===== config.mk =====
export PLATFORM = sky130hd
export DESIGN_NAME = note_plot_scheduler
export DESIGN_NICKNAME = d
export VERILOG_FILES = /design/src/rtl/note_plot_scheduler_pkg.sv /design/src/rtl/note_lane_pick.sv /design/src/rtl/note_plot_scheduler.sv
export SDC_FILE = /design/constraint.sdc
export NUM_CORES = 1
export LEC_CHECK = 0
export CORE_AREA = 5 5 63 65
export DETAILED_ROUTE_END_ITERATION = 16
export DIE_AREA = 0 0 68 70
export GPL_TIMING_DRIVEN = 0
export PLACE_DENSITY = 0.86
export SLEW_MARGIN = 20
export SYNTH_ARGS = -nofsm -noshare
export SYNTH_HDL_FRONTEND = slang
export SYNTH_SLANG_ARGS = --single-unit
export TNS_END_PERCENT = 30

===== constraint.sdc =====
create_clock -name clk -period 1.9 [get_ports clk]
set_input_delay 0.19 -clock clk [delete_from_list [all_inputs] [get_ports clk]]
set_output_delay 0.19 -clock clk [all_outputs]
set_load 0.02 [all_outputs]

===== src/rtl/note_plot_scheduler_pkg.sv =====
// Shared types and constants for the note-highway plot scheduler.
// Latency: n/a (declarations only).
// Backpressure: n/a.
package note_plot_scheduler_pkg;

    // Default geometry of the note register and plotter handshake.
    localparam int DEF_ROWS        = 8;
    localparam int DEF_LANES       = 5;
    localparam int DEF_ACK_TIMEOUT = 255;

    // Scheduler state encoding (kept as plain constants for legacy tools).
    localparam logic [2:0] ST_IDLE  = 3'd0;
    localparam logic [2:0] ST_FETCH = 3'd1;
    localparam logic [2:0] ST_LATCH = 3'd2;
    localparam logic [2:0] ST_SCAN  = 3'd3;
    localparam logic [2:0] ST_ISSUE = 3'd4;
    localparam logic [2:0] ST_WAIT  = 3'd5;
    localparam logic [2:0] ST_SHIFT = 3'd6;
    localparam logic [2:0] ST_DONE  = 3'd7;

    // Which pass over the register is running.
    typedef enum logic {
        PASS_ERASE = 1'b0,
        PASS_DRAW  = 1'b1
    } pass_e;

    // Lane codes as seen by the plotter; bit k of a row word is lane k+1.
    localparam logic [2:0] LANE_GREEN  = 3'd1;
    localparam logic [2:0] LANE_RED    = 3'd2;
    localparam logic [2:0] LANE_YELLOW = 3'd3;
    localparam logic [2:0] LANE_BLUE   = 3'd4;
    localparam logic [2:0] LANE_ORANGE = 3'd5;

endpackage


===== src/rtl/note_lane_pick.sv =====
// Lowest-set-bit picker over a row mask: returns the lane code and the mask minus that lane.
// Latency: combinational.
// Backpressure: none.
// Ports: mask (in, LANES), found (out), lane (out, 3 bits, 1..LANES), rest (out, mask with picked bit cleared).
module note_lane_pick
    import note_plot_scheduler_pkg::*;
#(
    parameter int LANES = DEF_LANES
) (
    input  logic [LANES-1:0] mask,
    output logic             found,
    output logic [2:0]       lane,
    output logic [LANES-1:0] rest
);

    localparam logic [LANES-1:0] ONE = LANES'(1);

    // Walk from the top bit down so the lowest set bit is the last one to win.
    always_comb begin
        found = 1'b0;
        lane  = 3'd0;
        rest  = mask;
        for (int i = LANES - 1; i >= 0; i--) begin
            if (mask[i]) begin
                found = 1'b1;
                lane  = LANE_GREEN + 3'(i);
                rest  = mask & ~(ONE << i);
            end
        end
    end

endmodule


===== src/rtl/note_plot_scheduler.sv =====
// Frame sequencer: per frame_tick, erase held notes, advance the note register, draw the new rows.
// Latency: empty register = 52 cycles tick-to-frame_done with erase (28 without), shift_ack after 1 cycle.
// Backpressure: one plot job in flight; waits on plot_ack (abandons after ACK_TIMEOUT) and shift_ack.
//
// Ports: clk, resetn (async active-low); frame_tick/pause start control; row_addr/row_data note
// register read (1-cycle read latency); shift_req/shift_ack register advance handshake;
// plot_req/plot_erase/plot_lane/plot_row/plot_ack plotter job handshake; busy, frame_done,
// sticky overrun and ack_err status.
// Build option: define NOTE_SCHED_ERASE_EN to run the erase pass before the shift.
module note_plot_scheduler
    import note_plot_scheduler_pkg::*;
#(
    parameter int ROWS        = DEF_ROWS,
    parameter int LANES       = DEF_LANES,
    parameter int ACK_TIMEOUT = DEF_ACK_TIMEOUT
) (
    input  logic             clk,
    input  logic             resetn,
    input  logic             frame_tick,
    input  logic             pause,
    output logic [2:0]       row_addr,
    input  logic [LANES-1:0] row_data,
    output logic             shift_req,
    input  logic             shift_ack,
    output logic             plot_req,
    output logic             plot_erase,
    output logic [2:0]       plot_lane,
    output logic [2:0]       plot_row,
    input  logic             plot_ack,
    output logic             busy,
    output logic             frame_done,
    output logic             overrun,
    output logic             ack_err
);

    localparam int TW = $clog2(ACK_TIMEOUT + 1);
    localparam logic [2:0]    LAST_ROW = 3'(ROWS - 1);
    localparam logic [TW-1:0] TMO_LAST = TW'(ACK_TIMEOUT - 1);

    logic [2:0]       state;
    pass_e            pass;
    logic [2:0]       row;
    logic [LANES-1:0] mask;
    logic [TW-1:0]    tmo_cnt;

    logic             pick_found;
    logic [2:0]       pick_lane;
    logic [LANES-1:0] pick_rest;

    note_lane_pick #(.LANES(LANES)) u_pick (
        .mask  (mask),
        .found (pick_found),
        .lane  (pick_lane),
        .rest  (pick_rest)
    );

    // The row counter is itself the read address: it changes on entry to FETCH,
    // so the register word is valid during LATCH.
    assign row_addr = row;

    always_ff @(posedge clk or negedge resetn) begin
        if (!resetn) begin
            state      <= ST_IDLE;
            pass       <= PASS_ERASE;
            row        <= 3'd0;
            mask       <= '0;
            tmo_cnt    <= '0;
            shift_req  <= 1'b0;
            plot_req   <= 1'b0;
            plot_erase <= 1'b0;
            plot_lane  <= 3'd0;
            plot_row   <= 3'd0;
            busy       <= 1'b0;
            frame_done <= 1'b0;
            overrun    <= 1'b0;
            ack_err    <= 1'b0;
        end else begin
            frame_done <= 1'b0;

            // Frames never queue: a tick outside IDLE only leaves a sticky mark.
            if (frame_tick && state != ST_IDLE) begin
                overrun <= 1'b1;
            end

            case (state)
                ST_IDLE: begin
                    if (frame_tick && !pause) begin
                        busy <= 1'b1;
                        row  <= 3'd0;
`ifdef NOTE_SCHED_ERASE_EN
                        pass  <= PASS_ERASE;
                        state <= ST_FETCH;
`else
                        shift_req <= 1'b1;
                        state     <= ST_SHIFT;
`endif
                    end
                end

                ST_FETCH: begin
                    state <= ST_LATCH;
                end

                ST_LATCH: begin
                    mask  <= row_data;
                    state <= ST_SCAN;
                end

                ST_SCAN: begin
                    if (pick_found) begin
                        plot_lane <= pick_lane;
                        mask      <= pick_rest;
                        state     <= ST_ISSUE;
                    end else if (row != LAST_ROW) begin
                        row   <= row + 3'd1;
                        state <= ST_FETCH;
                    end else if (pass == PASS_ERASE) begin
                        shift_req <= 1'b1;
                        state     <= ST_SHIFT;
                    end else begin
                        state <= ST_DONE;
                    end
                end

                ST_ISSUE: begin
                    plot_req <= 1'b1;
                    plot_row <= row;
`ifdef NOTE_SCHED_ERASE_EN
                    plot_erase <= (pass == PASS_ERASE);
`endif
                    tmo_cnt <= '0;
                    state   <= ST_WAIT;
                end

                ST_WAIT: begin
                    // Ack is checked first so an ack on the last allowed cycle still succeeds.
                    if (plot_ack) begin
                        plot_req <= 1'b0;
                        state    <= ST_SCAN;
                    end else if (tmo_cnt == TMO_LAST) begin
                        ack_err  <= 1'b1;
                        plot_req <= 1'b0;
                        state    <= ST_SCAN;
                    end else begin
                        tmo_cnt <= tmo_cnt + TW'(1);
                    end
                end

                ST_SHIFT: begin
                    if (shift_ack) begin
                        shift_req <= 1'b0;
                        pass      <= PASS_DRAW;
                        row       <= 3'd0;
                        state     <= ST_FETCH;
                    end
                end

                ST_DONE: begin
                    frame_done <= 1'b1;
                    busy       <= 1'b0;
                    state      <= ST_IDLE;
                end

                default: begin
                    state <= ST_IDLE;
                end
            endcase
        end
    end

endmodule


* Word-level counts from Yosys, hierarchy flattened *
Index checks and enable logic that the tools add are counted.

word-level totals
  memories = 0
  bits in latches = 0
  word-level logic and storage cells = 109
  RAM bits = 0
  bits in registers = 32
  bits in read-only memories = 0
  output and inout bits = 16

operators by class
  mux-type cells = 43
  bitwise gates (word level) = 1
  $mul = 0
  $lt $le $gt $ge = 0
  reduce and logical (&&, ||, !) cells = 23
  shifts and indexed selects = 0
  div/mod/pow operators = 0
  equality and inequality tests = 23
  add/sub/neg operators = 2

operators by type and width
  cell                                                 count
  2-to-1 mux 3 bit                                     15
  inequality test 2 bit, second input constant         13
  2-to-1 mux 5 bit                                     5
  case mux 3 bit (8 select lines)                      1
  2-to-1 mux 8 bit                                     2
  case mux 8 bit (2 select lines)                      1
  2-to-1 mux 1 bit                                     14
  equality test 3 bit, second input constant           4
  AND reduction 3 bit                                  4
  AND reduction 6 bit                                  2
  case mux 5 bit (2 select lines)                      1
  AND reduction 2 bit                                  5
  AND reduction 5 bit                                  2
  case mux 3 bit (3 select lines)                      1
  adder 8 x 1 -> 8 bit, second input constant          1
  equality test 8 bit, second input constant           1
  equality test 3 x 2 -> 1 bit, second input constant  2
  inequality test 3 bit, second input constant         2
  nonzero test 2 bit                                   3
  nonzero test 3 bit                                   2
  case mux 1 bit (2 select lines)                      2
  AND reduction 4 bit                                  1
  adder 3 x 1 -> 3 bit, second input constant          1
  equality test 3 x 1 -> 1 bit, second input constant  1
  other kinds (5)                                      6

* Depth between registers and ports, before layout *
Gate-level depths: netlist (run 1).

  word-level depth = 7
  mapped depth = 6
  depth with buffers taken out = 6

* Cells and area by module *
A second synthesis (run 1) with hierarchy kept.

unflattened totals
  cell total of the unflattened synthesis = 190
  area, all modules = 1870.5 sq um

modules (own cells, without submodules)
  module               instances  cells an instance  area an instance (sq um)  sequential area each (sq um)
  note_plot_scheduler  1          175                1775.5                    800.8
  note_lane_pick       1          15                 95.1                      0.0

* Worst setup path after synthesis (run 1) *
Ideal clock, no wire load.

  path kind = register -> register
  start = register row[0], in the netlist row_addr[0]
  end = register row[0], in the netlist row_addr[0]
  library setup time = 125 ps
  stages on the path, launching flop included = 7
  setup slack = 139 ps
  data arrival time = 1636 ps
  cells stage by stage = dfrtp_1 > ha_1 > ha_1 > nor2b_1 > a21oi_1 > a31oi_2 > mux2_4

on the way
  cells in the longest elaborated chain, start to end = 4
  elaborated cells between the ends (all ways) = 7

ends and longest elaborated chain
  item                             line                        source
  from (decl)                      note_plot_scheduler.sv:42   logic [2:0] row;
  from (signal assigned)           note_plot_scheduler.sv:115  row <= row + 3'd1;
  adder 3 x 1 -> 3 bit             note_plot_scheduler.sv:115
  2-to-1 mux 3 bit                 note_plot_scheduler.sv:114  end else if (row != LAST_ROW) begin
  2-to-1 mux 3 bit                 note_plot_scheduler.sv:110  if (pick_found) begin
  case mux 3 bit (3 select lines)  note_plot_scheduler.sv:85   case (state)

Several ways; a longest one is shown, not always the timed one. The select of a mux whose other input is x is not followed.
A chain may end at the register's enable or synchronous reset.

* Worst setup path in the final report (run 1) *
Same ends and word-level chain as after synthesis.

==> results.sh, run 1 <==
export IMPL_yosys_warnings=1
export IMPL_synthArstFlopShare_pct=100
export IMPL_gp_congestion=0.833
export IMPL_min_period_ps=1770
export IMPL_min_path_type="in -> reg"
export IMPL_drv_slew=0
export IMPL_power_density_nw_per_um2=1430
export IMPL_synth_seq_cells=32
export IMPL_syn_area_sq_um=1700
export IMPL_synth_area_leader_cell="dfrtp_1"
export IMPL_drtPass1Iterations=4
export IMPL_critPathKind="reg -> reg"
export IMPL_dp_hpwl_microns=2590
export IMPL_numCtsBuffers=5
export IMPL_cp_max_fo=4
export IMPL_endpoint_kind="register"
export IMPL_p_sw_uw=1260
export IMPL_drc=0
export IMPL_core_region_area_sq_um=3280
export IMPL_antenna_found_initial=0
export IMPL_dieArea_sq_um=4760
export IMPL_slew_headroom_pct=54.2
export IMPL_drt_iter0_markers=59
export IMPL_io_buffers=25
export IMPL_max_freq_ghz=0.564
export IMPL_die_w_microns=68
export IMPL_fin_crit_sh_pct=93.2
export IMPL_pre_cts_ws_ps=89.3
export IMPL_wirelength_microns=3620
export IMPL_final_cells=252
export IMPL_synth_edf_count=0
export IMPL_io_pins=27
export IMPL_synthTopCellsByArea="dfrtp_1 47%, a21oi_1 3.5%, nand2_1 3.3%"
export IMPL_clock_latency_ps=340
export IMPL_postSynthCellCount=172
export IMPL_skew_ps=9.34
export IMPL_critical_path_required_ps=2130
export IMPL_setup_tns_ps=0
export IMPL_start_util_pct=51.8
export IMPL_pwr_share_comb_pct=49.4
export IMPL_worstSetupStartpointType="register"
export IMPL_clk_pin_slew_worst_paths_ps=90
export IMPL_power_share_sequential_pct=36.6
export IMPL_n_antenna_cell=0
export IMPL_cts_htree_levels=2
export IMPL_tightest_slew_ps=687
export IMPL_grt_usage_pct=17.0
export IMPL_die_height_microns=70
export IMPL_grt_setup_unrepaired="no"
export IMPL_clkPwrFrac_pct=14.0
export IMPL_p_leak_uw=0.000914
export IMPL_grt_max_degree=33
export IMPL_maxCapViolCount=0
export IMPL_status="completed"
export IMPL_fin_ws_ps=128
export IMPL_synthFlopType="dfrtp_1"
export IMPL_vdd_ir_drop_worst_mv=1.11
export IMPL_nNetsFinal=220
export IMPL_power_uw=2980
export IMPL_layout_common_cells="32 x dfrtp_1, 24 x clkdlybuf4s50_1, 15 x nand2_1"
export IMPL_cts_root_buf="clkbuf_4"
export IMPL_clock_sinks=32
export IMPL_switching_share_pct=42.4
export IMPL_yosysTopAreaCellShare_pct=47.1
export IMPL_grt_overflow_total=0
export IMPL_place_inst=243
export IMPL_grt_pass1_vias=1328
export IMPL_syn_mean_instance_area_sq_um=9.89
export IMPL_fillers=294
export IMPL_grt_pass1_wl_microns=6180
export IMPL_antenna_left=0
export IMPL_setup_violations=0
export IMPL_num_rows=21
export IMPL_wl_per_cell_microns=14.3
export IMPL_ys_seq_area_share_pct=47.1
export IMPL_vias_per_cell=5.63
export IMPL_final_common_cell="dfrtp_1"
export IMPL_arrival_ps=2000
export IMPL_cts_buffer_depth=2
export IMPL_final_core_util_pct=63.2
export IMPL_hold_viol=0
export IMPL_drive_gt1_share_pct=12.1
export IMPL_tritoncts="built"
export IMPL_p_int_uw=1720
export IMPL_syn_nets=187
export IMPL_syn2layout_area_growth_pct=22.1
export IMPL_ys_types=51
export IMPL_vias=1419
==> critical path, cell delays in order (launching register included) <==
cell	delay (ps)
dfrtp_1	430
ha_1	220
ha_1	240
nor2b_1	180
a21oi_2	180
a31oi_2	140
mux2_4	280
==> per-layer routing <==
metal	vias to the layer above	part of all wire, %	wire (microns)	GRT usage [%]
met4	0	1.5	53	5.52
met5	-	0	0	0
li1	691	-	-	-
met2	32	50	1800	27.1
met3	7	5.1	185	5.61
met1	689	44	1580	21.4
==> power by group through the flow <==
stage | clock, uW | sequential (uW) | combinational [uW]
2_1_floorplan | 0 | 1170 | 923
3_3_place_gp | 0 | 1090 | 1440
3_5_place_dp | 0 | 1100 | 1470
4_1_cts | 423 | 1090 | 1480
5_1_grt | 439 | 1130 | 1630
6_report | 417 | 1090 | 1470
==> layout make-up <==
class / instances / area (sq um) / area share [%]
multi-input combinational: 122 / 821 / 39.5
tap: 46 / 57.6 / 2.77
inverter: 10 / 37.5 / 1.81
clock buffer: 8 / 58.8 / 2.83
buffer: 8 / 46.3 / 2.23
timing repair buffer: 26 / 255 / 12.3
sequential: 32 / 801 / 38.6
==> stage by stage <==
stage / area, sq um / hold slack (ps)
after global routing: 2080 / 418
after CTS: 2070 / 398
after global placement: 2010 / 439
after floorplan: 1700 / -106
after detailed placement: 2000 / 282
final: 2080 / 411
==> synth_stat cells (all sizes together) (4+ instances only) <==
master and n:
ha 4, dfrtp 32, a21oi 12, nor2 12, a31oi 4, a21o 4
a22o 5, inv 10, nand3 5, o21ai 10, mux2 6, nor2b 4
nand2 15, buf 6, o31ai 4
==> registers in the layout (all words and copies together), names as in the netlist <==
register    count
ack_err         1
busy            1
frame_done      1
mask            5
overrun         1
pass            1
plot_lane       3
plot_req        1
plot_row        3
row_addr        3
shift_req       1
state           3
tmo_cnt         8
==> kinds of logic (layout without fill, tap and decap cells) <==
family / after synthesis / after routing / synth area share (%)
flops: 32 / 32 / 47.1
xor+xnor: 2 / 2 / 1.03
other cells: 1 / 1 / 0.220
compound gates: 52 / 52 / 21.6
mux: 6 / 6 / 4.19
buf+inv: 18 / 52 / 4.93
simple gates: 57 / 57 / 18.0
fa+ha+maj: 4 / 4 / 2.94
==> timing repair <==
action / in CTS / in global routing
endpoints found under the hold margin: 32 / 0
endpoints found under the setup margin: 0 / 3
buffers inserted: 0 / 0
hold buffers: 1 / 0
resized for setup: 0 / 1
==> path summary, 6_finish.rpt <==
| path | startpoint | endpoint | cells past startpoint | slack, ps |
|---|---|---|---|---|
| hold reg to reg | overrun | overrun | 1 | 470 |
| setup / recovery | row_addr[0] | row_addr[0] | 6 | 130 |
| hold / removal | row_data[3] | mask[3] | 3 | 410 |
| min in group asynchronous | resetn | overrun | 2 | 430 |
| max in group asynchronous | resetn | row_addr[0] | 2 | 1020 |
| setup reg to reg | row_addr[0] | row_addr[0] | 6 | 130 |
No activity file was read; power rests on OpenSTA's default activity.
==> run 2: changes to the inputs <==
- GPL_ROUTABILITY_DRIVEN: unset -> 0
==> results of run 2 <==
The final DEF is identical to that of run 1; final timing and power are the same.
==> run 3: changes to the inputs <==
- CORE_AREA: 5 5 63 65 -> 5 5 79 81
- DIE_AREA: 0 0 68 70 -> 0 0 84 86
- PLACE_DENSITY: 0.86 -> 0.61
- SKIP_CTS_REPAIR_TIMING: unset -> 1
==> results.sh, run 3 (synthesis results as in run 1) <==
export IMPL_status="completed"
export IMPL_worst_r2r_path_depth=6
export IMPL_p_sw_uw=1280
export IMPL_drv_slew=0
export IMPL_grt_setup_unrepaired="no"
export IMPL_drtPass1Iterations=4
export IMPL_slew_headroom_pct=66.0
export IMPL_io_pins=27
export IMPL_grt_usage_pct=11.5
export IMPL_arrival_ps=1930
export IMPL_clk_pin_slew_worst_paths_ps=70
export IMPL_drc=0
export IMPL_antenna_left=0
export IMPL_clock_sinks=32
export IMPL_endpoint_kind="register"
export IMPL_crit_slowest_cell="dfrtp_1"
export IMPL_dp_hpwl_microns=2880
export IMPL_clock_latency_ps=280
export IMPL_switching_share_pct=40.7
export IMPL_r2r_end="tmo_cnt[3]"
export IMPL_core_region_area_sq_um=5410
export IMPL_vdd_ir_drop_worst_mv=0.630
export IMPL_drt_iter0_markers=80
export IMPL_antenna_found_initial=0
export IMPL_pwr_share_comb_pct=47.4
export IMPL_skew_ps=2.81
export IMPL_hold_viol=0
export IMPL_power_uw=3150
export IMPL_cp_max_fo=5
export IMPL_worstSetupStartpointType="register"
export IMPL_grt_pass1_wl_microns=6720
export IMPL_num_rows=27
export IMPL_drive_gt1_share_pct=13.6
export IMPL_dieArea_sq_um=7220
export IMPL_fin_crit_sh_pct=92.9
export IMPL_tritoncts="built"
export IMPL_max_stage_delay_ps=410
export IMPL_p_int_uw=1870
export IMPL_n_antenna_cell=0
export IMPL_r2r_start="tmo_cnt[0]"
export IMPL_regMostFlops="tmo_cnt"
export IMPL_start_util_pct=31.5
export IMPL_wl_per_cell_microns=14.2
export IMPL_pre_cts_ws_ps=63.9
export IMPL_cts_root_buf="clkbuf_8"
export IMPL_largest_register_ffs=8
export IMPL_fin_ws_ps=135
export IMPL_grt_max_degree=20
export IMPL_die_w_microns=84
export IMPL_top_regs="tmo_cnt: 8 flops, mask: 5 flops"
export IMPL_crit_path_cell_trace="inv_1 > ha_1 > nand3_1 > o21ai_1 > a21oi_1 > mux2_1"
export IMPL_tightest_slew_ps=509
export IMPL_reg2reg_slack_ps=130
export IMPL_layout_common_cells="32 x dfrtp_1, 24 x clkdlybuf4s50_1, 15 x nand2_1"
export IMPL_maxCapViolCount=0
export IMPL_die_height_microns=86
export IMPL_syn2layout_area_growth_pct=27.9
export IMPL_grt_overflow_total=0
export IMPL_max_freq_ghz=0.566
export IMPL_vias=1381
export IMPL_critPathKind="reg -> reg"
export IMPL_final_common_cell="dfrtp_1"
export IMPL_min_period_ps=1770
export IMPL_io_buffers=25
export IMPL_setup_violations=0
export IMPL_grt_pass1_vias=1400
export IMPL_power_density_nw_per_um2=1450
export IMPL_numCtsBuffers=5
export IMPL_vias_per_cell=4.97
export IMPL_power_share_sequential_pct=34.6
export IMPL_critPathBufInv=1
export IMPL_critical_path_required_ps=2060
export IMPL_nNetsFinal=221
export IMPL_cts_htree_levels=2
export IMPL_p_leak_uw=0.000942
export IMPL_min_path_type="in -> async"
export IMPL_cts_buffer_depth=2
export IMPL_clkPwrFrac_pct=18.0
export IMPL_wirelength_microns=3940
export IMPL_cp_top_family="compound AO/OA/AOI/OAI gates"
run 3: cell types whose count changed in the layout (fill, tap and decap cells not counted), sizes merged:
cell,before,now
buf,7,8
clkbuf,10,9
run 3: layout make-up:
cell class	instances	area, sq um
multi-input combinational	122	823
sequential	32	801
timing repair buffer	27	283
fill	570	3230
clock buffer	7	96.3
tap	72	90.1
buffer	8	46.3
inverter	10	37.5
run 3: worst reg2reg max path: stages (launching register included):
cell	delay, ps
dfrtp_1	410
inv_1	70
ha_1	180
nand3_1	150
o21ai_1	370
a21oi_1	140
mux2_1	320
run 3: power by group through the flow:
stage	Clock [uW]	Combinational, uW	Sequential (uW)
floorplan	0	923	1170
global placement	0	1480	1090
detailed placement	0	1490	1100
CTS	580	1500	1090
global route	607	1670	1130
finish	565	1490	1090
run 3: layer usage:
| metal | track usage [%] | vias up | routed length (microns) |
|---|---|---|---|
| met1 | 16.2 | 653 | 2050 |
| met4 | 4.39 | 0 | 58 |
| met2 | 16.9 | 26 | 1660 |
| met5 | 0 | - | 0 |
| met3 | 2.98 | 7 | 175 |
| li1 | - | 695 | - |
run 3: worst max path at each step:
stage,from,endpoint,slack [ps],cells past startpoint
6_report,tmo_cnt[0],tmo_cnt[3],130,6
5_1_grt,tmo_cnt[0],tmo_cnt[3],5,6
4_1_cts,row_addr[0],row_addr[0],50,6
3_5_place_dp,row_addr[0],row_addr[0],60,6
3_3_place_gp,resetn,tmo_cnt[3],-60,1
2_1_floorplan,row_addr[0],row_addr[0],140,6
run 3: per-stage QoR:
stage	hold WS [ps]	util [%]	std cells	cell area, sq um	setup TNS (ps)
after floorplan	-106	-	172	1700	0
after global placement	451	37.8	269	2040	-1720
after detailed placement	129	38.2	270	2060	0
after CTS	-172	40.0	277	2160	0
after global routing	408	40.3	278	2180	0
final	357	40.3	278	2180	0
